## config.mk

```make
export PLATFORM = sky130hd
export DESIGN_NAME = dmem_arbiter
export DESIGN_NICKNAME = d
export VERILOG_FILES = /design/src/rtl/dmem_arbiter.sv
export SDC_FILE = /design/constraint.sdc
export NUM_CORES = 1
export LEC_CHECK = 0
export ABC_CLOCK_PERIOD_IN_PS = 3520
export CAP_MARGIN = 30
export CORE_ASPECT_RATIO = 1.25
export CORE_MARGIN = 2
export CORE_UTILIZATION = 40
export DETAILED_ROUTE_END_ITERATION = 8
export PLACE_DENSITY_LB_ADDON = 0.05
export SETUP_SLACK_MARGIN = 0.02
export SYNTH_ARGS = -nofsm -noshare
export SYNTH_HDL_FRONTEND = slang
export SYNTH_SLANG_ARGS = --single-unit
```

## constraint.sdc

```tcl
create_clock -name clk -period 3.52 [get_ports clk]
set_input_delay 0.704 -clock clk [delete_from_list [all_inputs] [get_ports clk]]
set_output_delay 0.704 -clock clk [all_outputs]
set_load 0.02 [all_outputs]
```

## src/rtl/dmem_arbiter.sv

```systemverilog
// Round-robin arbiter sharing one single-port data memory between the core (m0) and a
// loader/debug port (m1); one checked memory access per grant, registered response to the owner.
module dmem_arbiter #(
  parameter int ADDR_W = 32,
  parameter int DATA_W = 32
) (
  input  logic              clk,
  input  logic              rst,
  input  logic              m0_req_valid,
  output logic              m0_req_ready,
  input  logic              m0_req_we,
  input  logic [ADDR_W-1:0] m0_req_addr,
  input  logic [DATA_W-1:0] m0_req_wdata,
  input  logic [2:0]        m0_req_funct3,
  output logic              m0_rsp_valid,
  output logic              m0_rsp_err,
  output logic [DATA_W-1:0] m0_rsp_rdata,
  input  logic              m1_req_valid,
  output logic              m1_req_ready,
  input  logic              m1_req_we,
  input  logic [ADDR_W-1:0] m1_req_addr,
  input  logic [DATA_W-1:0] m1_req_wdata,
  input  logic [2:0]        m1_req_funct3,
  output logic              m1_rsp_valid,
  output logic              m1_rsp_err,
  output logic [DATA_W-1:0] m1_rsp_rdata,
  output logic              MemRead,
  output logic              MemWrite,
  output logic [ADDR_W-1:0] addr,
  output logic [DATA_W-1:0] write_data,
  output logic [2:0]        funct3,
  input  logic [DATA_W-1:0] read_data
);
  typedef enum logic [1:0] {IDLE, BUSY, RESP} state_e;

  state_e            state_q;
  logic              last_grant_q;
  logic              owner_q;
  logic              we_q;
  logic [ADDR_W-1:0] addr_q;
  logic [DATA_W-1:0] wdata_q;
  logic [2:0]        funct3_q;
  logic [1:0]        rsp_valid_q;
  logic [1:0]        rsp_err_q;
  logic [DATA_W-1:0] rsp_rdata_q [2];

  logic              any_valid;
  logic              sel;
  logic              sel_we;
  logic [ADDR_W-1:0] sel_addr;
  logic [DATA_W-1:0] sel_wdata;
  logic [2:0]        sel_funct3;
  logic              legal;
  logic              busy_ok;

  function automatic logic legal_f(input logic we, input logic [2:0] f3, input logic [1:0] a);
    logic f3_ok;
    logic aligned;
    if (we) f3_ok = (f3 == 3'b000) || (f3 == 3'b001) || (f3 == 3'b010);
    else    f3_ok = (f3 == 3'b000) || (f3 == 3'b001) || (f3 == 3'b010) ||
                    (f3 == 3'b100) || (f3 == 3'b101);
    case (f3[1:0])
      2'b01:   aligned = ~a[0];
      2'b10:   aligned = (a == 2'b00);
      default: aligned = 1'b1;
    endcase
    return f3_ok && aligned;
  endfunction

  // On a tie the port that did not win last time is selected.
  always_comb begin
    any_valid = m0_req_valid | m1_req_valid;
    if (m0_req_valid && m1_req_valid) sel = ~last_grant_q;
    else                              sel = m1_req_valid;
    sel_we     = sel ? m1_req_we     : m0_req_we;
    sel_addr   = sel ? m1_req_addr   : m0_req_addr;
    sel_wdata  = sel ? m1_req_wdata  : m0_req_wdata;
    sel_funct3 = sel ? m1_req_funct3 : m0_req_funct3;
  end

  assign m0_req_ready = rst && (state_q == IDLE) && any_valid && !sel;
  assign m1_req_ready = rst && (state_q == IDLE) && any_valid &&  sel;

  assign legal      = legal_f(we_q, funct3_q, addr_q[1:0]);
  assign busy_ok    = (state_q == BUSY) && legal;
  assign MemRead    = busy_ok && !we_q;
  assign MemWrite   = busy_ok &&  we_q;
  assign addr       = busy_ok ? addr_q   : '0;
  assign write_data = busy_ok ? wdata_q  : '0;
  assign funct3     = busy_ok ? funct3_q : '0;

  assign m0_rsp_valid = rsp_valid_q[0];
  assign m1_rsp_valid = rsp_valid_q[1];
  assign m0_rsp_err   = rsp_err_q[0];
  assign m1_rsp_err   = rsp_err_q[1];
  assign m0_rsp_rdata = rsp_rdata_q[0];
  assign m1_rsp_rdata = rsp_rdata_q[1];

  always_ff @(posedge clk or negedge rst) begin
    if (!rst) begin
      state_q        <= IDLE;
      last_grant_q   <= 1'b1;
      owner_q        <= 1'b0;
      we_q           <= 1'b0;
      addr_q         <= '0;
      wdata_q        <= '0;
      funct3_q       <= '0;
      rsp_valid_q    <= 2'b00;
      rsp_err_q      <= 2'b00;
      rsp_rdata_q[0] <= '0;
      rsp_rdata_q[1] <= '0;
    end else begin
      rsp_valid_q <= 2'b00;
      case (state_q)
        IDLE: begin
          if (any_valid) begin
            we_q         <= sel_we;
            addr_q       <= sel_addr;
            wdata_q      <= sel_wdata;
            funct3_q     <= sel_funct3;
            owner_q      <= sel;
            last_grant_q <= sel;
            state_q      <= BUSY;
          end
        end
        // Load data is captured here; stores and illegal requests answer with zero.
        BUSY: begin
          state_q                <= RESP;
          rsp_valid_q[owner_q]   <= 1'b1;
          rsp_err_q[owner_q]     <= ~legal;
          rsp_rdata_q[owner_q]   <= (legal && !we_q) ? read_data : '0;
        end
        RESP:    state_q <= IDLE;
        default: state_q <= IDLE;
      endcase
    end
  end
endmodule
```

==> metrics.md, run 1 <==
| Metric | Value |
|---|---|
| Outcome | completed |
| Area Growth Syn to Fin | 52.7% |
| Dpl ws | 341 ps |
| Peak Freq | 296 MHz |
| Final hold violation count | 0 |
| Die Ht | approximately 150 um |
| Crit Path Category | flop to output pin |
| Leakage | approximately 0.005 uW |
| Num ports | slightly above 300 |
| GRT overflow | 0 |
| Primary FF master, synth | dfrtp_1 |
| Hold_buf cts | 0 |
| Antenna cells | 0 |
| Largest net degree at the start of global routing | between 70 and 80 |
| Synth unique cells | 34 |
| CP endpoint kind | output pin |
| Worst-Skew Late Latency | 420 ps |
| First-pass GRT wire length | roughly 30,000 um |
| GRT Util Overall | 0.206 |
| CTS tree | done |
| 1st-pass router iterations | 4 |
| # DRC | 0 |
| CORE AREA | around 0.018 sq mm |
| Routed Antenna Nets | 0 |
| Full die area | about 0.019 sq mm |
| Post-synth top area cell | dfrtp_1 |
| Initial antenna violation count | 0 |
| Wirelength per Cell | around 20 um |
| Vias in the first global route | around 5,700 |
| Placer's final routability congestion estimate | a little over 0.7 |
| Final cell count without fillers | slightly above 1,000 |
| Minimum clock period after layout | 3380 ps |
| Clock tree buffer depth | 2 |
| Routed via count | around 5,300 |
| H-tree levels | 4 |
| Synth top area share | 0.483 |
| Setup TNS | 0 ps |
| Buf/Inv on CP | 3 |
| Most common cell after layout, fill and taps aside | clkdlybuf4s50_1 |
| Nets | between 900 and 1,000 |
| Fin Clk Skew | between 10 and 15 ps |
| Cells after Synth | a little under 500 |
| Worst min path class | input pin to asynchronous set/reset pin |
| CP max FO | 69 |
| Root Buffer | clkbuf_16 |
| Clock transition at path regs | approximately 60 ps |
| Synthesized area | just over 0.007 sq mm |
| Post-CTS setup buffer count | 0 |
| HPWL Detailed | about 14,000 um |
| Final period utilization | 0.960 |
| Synth Warn # | 0 |
| Die span in x | 124 um |
| Worst vdd ir | 500 uV |
| Commonest cells after routing, fill and taps aside | 309 x clkdlybuf4s50_1, 139 x dfrtp_1, 130 x mux2_4 |
| Cells after DPL | between 900 and 1,000 |
| Layout cell share with drive strength beyond 1 | 0.235 |
| RSZ-0062 raised after global routing | no |
| Pwr/cell area | roughly 820 mW/mm^2 |
| Setup-failing EPs final | 0 |
| Net count after synthesis | around 670 |
| Critical path's top delay family | buffers and inverters |
| Initial DRC count | approximately 310 |
| EDFF count, synth | 0 |
| Post-CTS sizing | 0 |
| Worst slew pin tran | approximately 820 ps |
| CTS sink cnt | 140 |
| Count of port buffers added during placement | 310 |
| Via density | roughly 5.2 |
| Crit path DAT | around 2700 ps |
| Crit path largest cell delay | 670 ps |
| Seq cells post-synth | 140 |
| Cell breakdown of the critical path | inv_1 > ha_1 > nand2b_1 > o221a_2 > buf_12 > and3_1 > clkdlybuf4s50_1 |
| Starting Density | 0.410 |
| Total wire length | approximately 20,000 um |
| CTS buffer count | 17 |
| CP max stage cell | clkdlybuf4s50_1 |
| CP Data Required Time | around 2800 ps |
| Worst Setup Start Kind | flop |
| Post-synth ARST share | 1.00 |
| Syn_area_per_cell | approximately 15 sq um |
| Max-slew headroom | 0.452 |
| Largest cells by area after synthesis | dfrtp_1 48%, mux2_4 27%, a32o_1 8.9%, and3_1 6.0%, buf_12 1.7% |
| Final worst setup slack | about 140 ps |
| Final Max Slew Viols | 0 |
| Sequential fraction of the synthesis area | 0.487 |
| Row cnt | 54 |
| Max-Cap Viols | 0 |
final cells by class:
| type | count | area (sq um) |
|---|---|---|
| fill | 1424 | 6570 |
| sequential | 140 | 3500 |
| multi-input combinational | 298 | 3340 |
| timing repair buffer | 324 | 3230 |
| clock buffer | 18 | 439 |
| tap | 224 | 280 |
| clock inverter | 14 | 181 |
| inverter | 5 | 18.8 |
flip-flops by register name, summed over array words and instances (netlist names), 2 cells and up:
| name | count |
|---|---|
| addr_q | 32 |
| m0_rsp_rdata | 32 |
| m1_rsp_rdata | 32 |
| wdata_q | 32 |
| funct3_q | 3 |
| rsp_err_q | 2 |
| rsp_valid_q | 2 |
| state_q | 2 |
worst paths after layout:
check / start / to / slack [ps] / depth (start not counted)
setup / recovery: funct3_q[0]$_DFFE_PN0P_ / funct3[0] / 140 / 7
hold / removal: rst / state_q[1]$_DFFE_PN0P_ / 120 / 1
setup reg to reg: state_q[1]$_DFFE_PN0P_ / wdata_q[6]$_DFFE_PN0P_ / 980 / 5
hold reg to reg: m0_rsp_rdata[0]$_DFFE_PN0P_ / m0_rsp_rdata[0]$_DFFE_PN0P_ / 490 / 1
max in group asynchronous: rst / m1_rsp_rdata[29]$_DFFE_PN0P_ / 1810 / 3
min in group clk: m0_rsp_rdata[0]$_DFFE_PN0P_ / m0_rsp_rdata[0]$_DFFE_PN0P_ / 490 / 1
Yosys cell counts (2+ instances only):
| cell type | instances |
|---|---|
| a21oi_1 | 2 |
| a31oi_1 | 3 |
| a32o_1 | 64 |
| and3_1 | 69 |
| buf_12 | 6 |
| buf_2 | 13 |
| buf_4 | 6 |
| buf_6 | 5 |
| clkbuf_1 | 19 |
| dfrtp_1 | 139 |
| ha_1 | 3 |
| inv_1 | 5 |
| mux2_2 | 2 |
| mux2_4 | 130 |
| mux2i_1 | 4 |
| nor2_1 | 4 |
| nor2b_1 | 2 |
power by group:
group          switching (uW)  total (uW)  leakage, uW  internal, uW
Sequential                408        2700      0.00177          2290
Clock                     724        1870     0.000302          1150
Combinational            2190        4490      0.00302          2290
Total                    3320        9060      0.00509          5730
cell families (layout without fill, tap and decap cells):
group                      count (synthesis)  count (layout)  synth area share
AOI/OAI and AO/OA                         76              76             0.101
DFF                                      140             140             0.487
adders and majority gates                  3               3           0.00521
and+or+nand+nor                           83              83            0.0737
muxes                                    136             136             0.280
buffers and inverters                     55             361            0.0530
per-layer routing:
layer / share of wire / up-vias / global-route usage
met5: 0 / - / 0
met4: 0.021 / 0 / 0.0690
met3: 0.082 / 25 / 0.0608
met2: 0.51 / 223 / 0.370
met1: 0.38 / 2634 / 0.229
li1: - / 2455 / -
per-stage QoR:
step	cell area [sq um]	power (uW)	util	hold WS [ps]
6_report	11000	9060	0.626	120
5_1_grt	11000	9540	0.626	105
4_1_cts	11000	9140	0.626	109
3_5_place_dp	10400	7230	0.591	478
3_3_place_gp	10400	7100	0.591	471
2_1_floorplan	7200	5600	-	408
No activity file was read; power rests on OpenSTA's default activity.
==> run 2: changes to the inputs <==
==> constraint.sdc (replaced) <==
create_clock -name clk -period 3.52 [get_ports clk]
set_input_delay 0.528 -clock clk [delete_from_list [all_inputs] [get_ports clk]]
set_output_delay 0.528 -clock clk [all_outputs]
set_load 0.02 [all_outputs]
==> run 2 against run 1 <==
Net effect: final area grew 0.24%; non-clock buffer count shrank 2; global-route usage grew 0.25 points; cell count shrank 0.29%; maximum frequency grew 2.0%; critical path depth is the same; clock skew shrank 1.6 ps; via count is essentially flat; worst hold slack lost 100 ps; utilization grew 0.15 points; first-iteration DRC count shrank 7.7%; largest cell class unchanged; highest routed layer unchanged.
==> metrics.md, run 2 (synthesis gave the netlist of run 1 again) <==
| Metric | Value |
|---|---|
| Clock tree buffer depth | 2 (unchanged) |
| Layout cell share with drive strength beyond 1 | 0.232 (was 0.235) |
| Tot Pwr | 9140 uW (was 9060 uW) |
| Hold_ws | 18.2 ps (was 120 ps) |
| CTS buffer count | 17 (unchanged) |
| Vias in the first global route | 5,635 (was 5,674) |
| Buf/Inv on CP | 3 (unchanged) |
| Final Max Slew Viols | 0 (unchanged) |
| Pwr/cell area | 829 mW/mm^2 (was 824 mW/mm^2) |
| Final hold violation count | 0 (unchanged) |
| Setup TNS | 0 ps (unchanged) |
| First-pass GRT wire length | 30,500 um (was 30,000 um) |
| CTS tree | done (unchanged) |
| Count of port buffers added during placement | 310 (unchanged) |
| CORE AREA | 0.0176 sq mm (unchanged) |
| RSZ-0062 raised after global routing | no (unchanged) |
| Worst slew pin tran | 849 ps (was 821 ps) |
| CTS sink cnt | 140 (unchanged) |
| HPWL Detailed | 14,200 um (about the same) |
| Die span in x | 124 um (unchanged) |
| Filler cells | 1,386 (was 1,424) |
| Antenna cells | 0 (unchanged) |
| Worst Setup Start Kind | flop (unchanged) |
| CP max FO | 51 (was 69) |
| Routed Antenna Nets | 0 (unchanged) |
| Peak Freq | 302 MHz (was 296 MHz) |
| Die Ht | 154 um (unchanged) |
| Nets | 959 (was 961) |
| Crit path DAT | 2780 ps (was 2670 ps) |
| Cell breakdown of the critical path | inv_1 > ha_1 > nand2b_1 > o221a_4 > buf_12 > and3_1 > clkdlybuf4s50_1 (was inv_1 > ha_1 > nand2b_1 > o221a_2 > buf_12 > and3_1 > clkdlybuf4s50_1) |
| Post-CTS setup buffer count | 0 (unchanged) |
| Wirelength per Cell | 19.7 um (was 19.5 um) |
| Commonest cells after routing, fill and taps aside | 307 x clkdlybuf4s50_1, 139 x dfrtp_1, 130 x mux2_4 (was 309 x clkdlybuf4s50_1, 139 x dfrtp_1, 130 x mux2_4) |
| Setup-failing EPs final | 0 (unchanged) |
| Max-slew headroom | 0.434 (was 0.452) |
| CP Data Required Time | 2990 ps (was 2820 ps) |
| Crit Path Category | flop to output pin (unchanged) |
| GRT Util Overall | 0.209 (was 0.206) |
| # DRC | 0 (unchanged) |
| GRT overflow | 0 (unchanged) |
| Num ports | 311 (unchanged) |
| Max-Cap Viols | 0 (unchanged) |
| Area Growth Syn to Fin | 53.1% (was 52.7%) |
| Initial antenna violation count | 0 (unchanged) |
| Worst min path class | input pin to asynchronous set/reset pin (unchanged) |
| Clock transition at path regs | 60 ps (about the same) |
| 1st-pass router iterations | 4 (unchanged) |
| Placer's final routability congestion estimate | 0.723 (was 0.708) |
| R2R setup slack | 1370 ps (was 980 ps) |
| Crit path largest cell delay | 630 ps (was 670 ps) |
| Worst-Skew Late Latency | 410 ps (was 420 ps) |
| Leakage | 0.00512 uW (was 0.00509 uW) |
| Row cnt | 54 (unchanged) |
| Starting Density | 0.410 (unchanged) |
| Total wire length | 20,100 um (was 20,000 um) |
| Largest net degree at the start of global routing | 71 (unchanged) |
| Outcome | completed (unchanged) |
| Final period utilization | 0.941 (was 0.960) |
| Worst vdd ir | 544 uV (was 500 uV) |
| Root Buffer | clkbuf_16 (unchanged) |
| H-tree levels | 4 (unchanged) |
| Routed via count | 5,340 (was 5,337) |
| Full die area | 0.0191 sq mm (unchanged) |
| Most common cell after layout, fill and taps aside | clkdlybuf4s50_1 (unchanged) |
| Hold_buf cts | 0 (unchanged) |
| CP max stage cell | clkdlybuf4s50_1 (unchanged) |
| Fin Clk Skew | 11.0 ps (was 12.6 ps) |
| Initial DRC count | 289 (was 313) |
| CP endpoint kind | output pin (unchanged) |
| Critical path's top delay family | buffers and inverters (unchanged) |
| Via density | 5.24 (was 5.22) |
| Minimum clock period after layout | 3310 ps (was 3380 ps) |
-- run 2: cell types whose count changed in the layout (fill, tap and decap cells not counted), sizes merged --
cell | previous run | this run
clkinv | 5 | 2
buf | 15 | 13
clkdlybuf4s50 | 309 | 307
dlymetal6s2s | 0 | 2
bufinv | 3 | 4
clkbuf | 18 | 17
clkinvlp | 1 | 2
inv | 10 | 11
-- run 2: stage by stage --
stage	area (sq um)	worst slack, ps	std cells	util
CTS	11000	71.7	1020	0.627
global placement	10400	475	989	0.590
finish	11000	208	1020	0.627
detailed placement	10400	425	989	0.590
global route	11000	27.9	1020	0.627
floorplan	7200	1200	493	-
-- run 2: final cells by class --
class | instances | area, sq um | area share
Sequential cell | 140 | 3500 | 0.318
Multi-Input combinational cell | 298 | 3340 | 0.303
Timing Repair Buffer | 322 | 3240 | 0.294
Clock buffer | 17 | 425 | 0.0386
Tap cell | 224 | 280 | 0.0254
Clock inverter | 14 | 210 | 0.0191
Inverter | 5 | 18.8 | 0.00170
-- run 2: timing repair --
action | 4_1_cts | 5_1_grt
resized for setup | 1 | 2
endpoints found under the setup margin | 2 | 2
gates cloned | 0 | 0
-- run 2: final timing paths --
path                                           endpoint                         start  cells past startpoint
max                                      write_data[16]       funct3_q[1]$_DFFE_PN0P_                      7
min                              state_q[1]$_DFFE_PN0P_                           rst                      1
max reg2reg                m0_rsp_rdata[20]$_DFFE_PN0P_       funct3_q[1]$_DFFE_PN0P_                      6
min reg2reg                m1_rsp_rdata[23]$_DFFE_PN0P_  m1_rsp_rdata[23]$_DFFE_PN0P_                      1
max in group asynchronous       funct3_q[1]$_DFFE_PN0P_                           rst                      3
min in group clk           m1_rsp_rdata[23]$_DFFE_PN0P_  m1_rsp_rdata[23]$_DFFE_PN0P_                      1
-- run 2: layer usage --
layer / share of wire / track usage / vias up / wire length [um]
met2: 0.53 / 0.381 / 219 / 10700
met4: 0.011 / 0.0599 / 0 / 226
met3: 0.067 / 0.0449 / 13 / 1350
li1: - / - / 2455 / -
met1: 0.39 / 0.241 / 2653 / 7880
met5: 0 / 0 / - / 0
-- run 2: worst register-to-register path, stage by stage (launching register included) --
cell,delay (ps)
dfrtp_1,400
inv_1,100
ha_1,200
or2_2,320
o22a_2,430
buf_4,320
a32o_1,280
-- run 2: power breakdown --
part	total [uW]	switching (uW)	internal [uW]	leakage, uW
combinational	4490	2190	2310	0.00305
clock	1940	733	1200	0.000305
sequential	2710	417	2290	0.00177
==> run 3: changes to the inputs <==
- CORE_ASPECT_RATIO: 1.25 -> unset
==> run 3 against run 2 <==
Net effect: wire length decreased by 4.3%; utilization decreased by 1.1 points; largest cell class unchanged; clock power down 7%; final area is 0.28% lower; maximum frequency rose by 2.4%; sequential share of layout area grew 0.091 points; first-iteration DRC count decreased by 11%; global-route usage is 0.84 points lower; sequential power is essentially flat; die area barely moved; cell count is 0.59% higher; register-to-register slack improved by 100 ps.
==> metrics.md, run 3 (synthesis gave the netlist of run 1 again) <==
| Metric | Value |
|---|---|
| RSZ-0062 raised after global routing | no (unchanged) |
| Full die area | 0.0191 sq mm (about the same) |
| Max-Cap Viols | 0 (unchanged) |
| H-tree levels | 4 (unchanged) |
| Layout cell share with drive strength beyond 1 | 0.232 (about the same) |
| Final worst setup slack | 285 ps (was 208 ps) |
| Worst vdd ir | 394 uV (was 544 uV) |
| HPWL Detailed | 13,400 um (was 14,200 um) |
| 1st-pass router iterations | 4 (unchanged) |
| # DRC | 0 (unchanged) |
| Area Growth Syn to Fin | 52.6% (was 53.1%) |
| Post-CTS sizing | 0 (was 1) |
| Wirelength per Cell | 18.8 um (was 19.7 um) |
| Largest net degree at the start of global routing | 71 (unchanged) |
| Worst Setup Start Kind | flop (unchanged) |
| Placer's final routability congestion estimate | 0.754 (was 0.723) |
| Num ports | 311 (unchanged) |
| Crit Path Category | flop to output pin (unchanged) |
| Critical path's top delay family | buffers and inverters (unchanged) |
| Dpl ws | 642 ps (was 425 ps) |
| Antenna cells | 0 (unchanged) |
| CTS sink cnt | 140 (unchanged) |
| Vias in the first global route | 5,504 (was 5,635) |
| Routed via count | 5,379 (was 5,340) |
| Worst min path class | flop to flop (was input pin to asynchronous set/reset pin) |
| Via density | 5.24 (about the same) |
| Buf/Inv on CP | 3 (unchanged) |
| Nets | 959 (unchanged) |
| Initial DRC count | 256 (was 289) |
| CORE AREA | 0.0178 sq mm (was 0.0176 sq mm) |
| Final period utilization | 0.919 (was 0.941) |
| CP max FO | 69 (was 51) |
| CP Data Required Time | 2990 ps (about the same) |
| Final cell count without fillers | 1,026 (was 1,020) |
| Leakage | 0.00507 uW (was 0.00512 uW) |
| CP endpoint kind | output pin (unchanged) |
| First-pass GRT wire length | 30,700 um (was 30,500 um) |
| Crit path largest cell delay | 640 ps (was 630 ps) |
| Setup TNS | 0 ps (unchanged) |
| Cells after DPL | 993 (was 989) |
| Fin Clk Skew | 9.62 ps (was 11.0 ps) |
| Max-slew headroom | 0.502 (was 0.434) |
| Clock transition at path regs | 60 ps (about the same) |
| Count of port buffers added during placement | 310 (unchanged) |
| CTS tree | done (unchanged) |
| Final Max Slew Viols | 0 (unchanged) |
| Starting Density | 0.404 (was 0.410) |
| Crit path DAT | 2710 ps (was 2780 ps) |
| Peak Freq | 309 MHz (was 302 MHz) |
| Row cnt | 49 (was 54) |
| Cell breakdown of the critical path | inv_1 > ha_1 > nand2b_1 > o221a_2 > buf_12 > and3_1 > clkdlybuf4s50_1 (was inv_1 > ha_1 > nand2b_1 > o221a_4 > buf_12 > and3_1 > clkdlybuf4s50_1) |
| GRT Util Overall | 0.200 (was 0.209) |
| Commonest cells after routing, fill and taps aside | 309 x clkdlybuf4s50_1, 139 x dfrtp_1, 130 x mux2_4 (was 307 x clkdlybuf4s50_1, 139 x dfrtp_1, 130 x mux2_4) |
| Outcome | completed (unchanged) |
| Routed Antenna Nets | 0 (unchanged) |
| Worst slew pin tran | 747 ps (was 849 ps) |
| Total wire length | 19,200 um (was 20,100 um) |
| Root Buffer | clkbuf_16 (unchanged) |
| CP max stage cell | clkdlybuf4s50_1 (unchanged) |
| Worst-Skew Late Latency | 410 ps (about the same) |
| Most common cell after layout, fill and taps aside | clkdlybuf4s50_1 (unchanged) |
| Initial antenna violation count | 0 (unchanged) |
| Die span in x | 138 um (was 124 um) |
| Pwr/cell area | 817 mW/mm^2 (was 829 mW/mm^2) |
| Minimum clock period after layout | 3240 ps (was 3310 ps) |
| Die Ht | 138 um (was 154 um) |
| CTS buffer count | 17 (unchanged) |
| Setup-failing EPs final | 0 (unchanged) |
| Clock tree buffer depth | 2 (unchanged) |
| Final hold violation count | 0 (unchanged) |
| GRT overflow | 0 (unchanged) |
run 3: changes by cell type in the layout (fill, tap and decap cells not counted), sizes merged:
cell and delta:
clkdlybuf4s50 +2, bufinv -2, dlygate4sd3 +1, clkinv +1, clkbuf +1, buf -1
clkinvlp +1, dlymetal6s2s -2
run 3: worst paths after layout:
| path | from | end | cells after the start | slack (ps) |
|---|---|---|---|---|
| hold reg to reg | m0_rsp_rdata[6]$_DFFE_PN0P_ | m0_rsp_rdata[6]$_DFFE_PN0P_ | 1 | 480 |
| setup / recovery | funct3_q[1]$_DFFE_PN0P_ | write_data[2] | 7 | 280 |
| setup reg to reg | funct3_q[1]$_DFFE_PN0P_ | m0_rsp_rdata[20]$_DFFE_PN0P_ | 6 | 1470 |
| hold / removal | m0_rsp_rdata[6]$_DFFE_PN0P_ | m0_rsp_rdata[6]$_DFFE_PN0P_ | 1 | 480 |
| max in group asynchronous | rst | addr_q[20]$_DFFE_PN0P_ | 4 | 1170 |
| min in group asynchronous | rst | funct3_q[1]$_DFFE_PN0P_ | 2 | 610 |
run 3: area by class of cell:
class,count,area [sq um]
fillers,1400,6850
flip-flops and latches,140,3500
multi-input cells,298,3340
repair buffers,322,3250
clock buffers,18,439
well taps,229,287
clock inverters,14,158
inverters,5,18.8
run 3: what timing repair did:
action	in CTS	in global routing
setup buffers	0	0
hold buffers	1	0
hold endpoints to repair	29	0
endpoints found under the setup margin	0	0
run 3: report_power, final:
group          internal, uW  switching [uW]  leakage, uW
clock network          1080             724     0.000285
registers              2290             387      0.00177
logic                  2310            2190      0.00302
run 3: stage by stage:
stage	hold WS [ps]	total power, uW	utilization	area (sq um)
finish	485	8970	0.616	11000
global route	499	9460	0.616	11000
CTS	493	9070	0.616	11000
detailed placement	429	7220	0.582	10400
global placement	422	7060	0.581	10400
floorplan	232	5600	-	7200
run 3: layer usage:
metal	GRT usage	vias to the layer above	wire [um]
met2	0.337	209	9700
li1	-	2461	-
met5	0	-	0
met3	0.0544	15	1270
met1	0.257	2694	8080
met4	0.0510	0	183
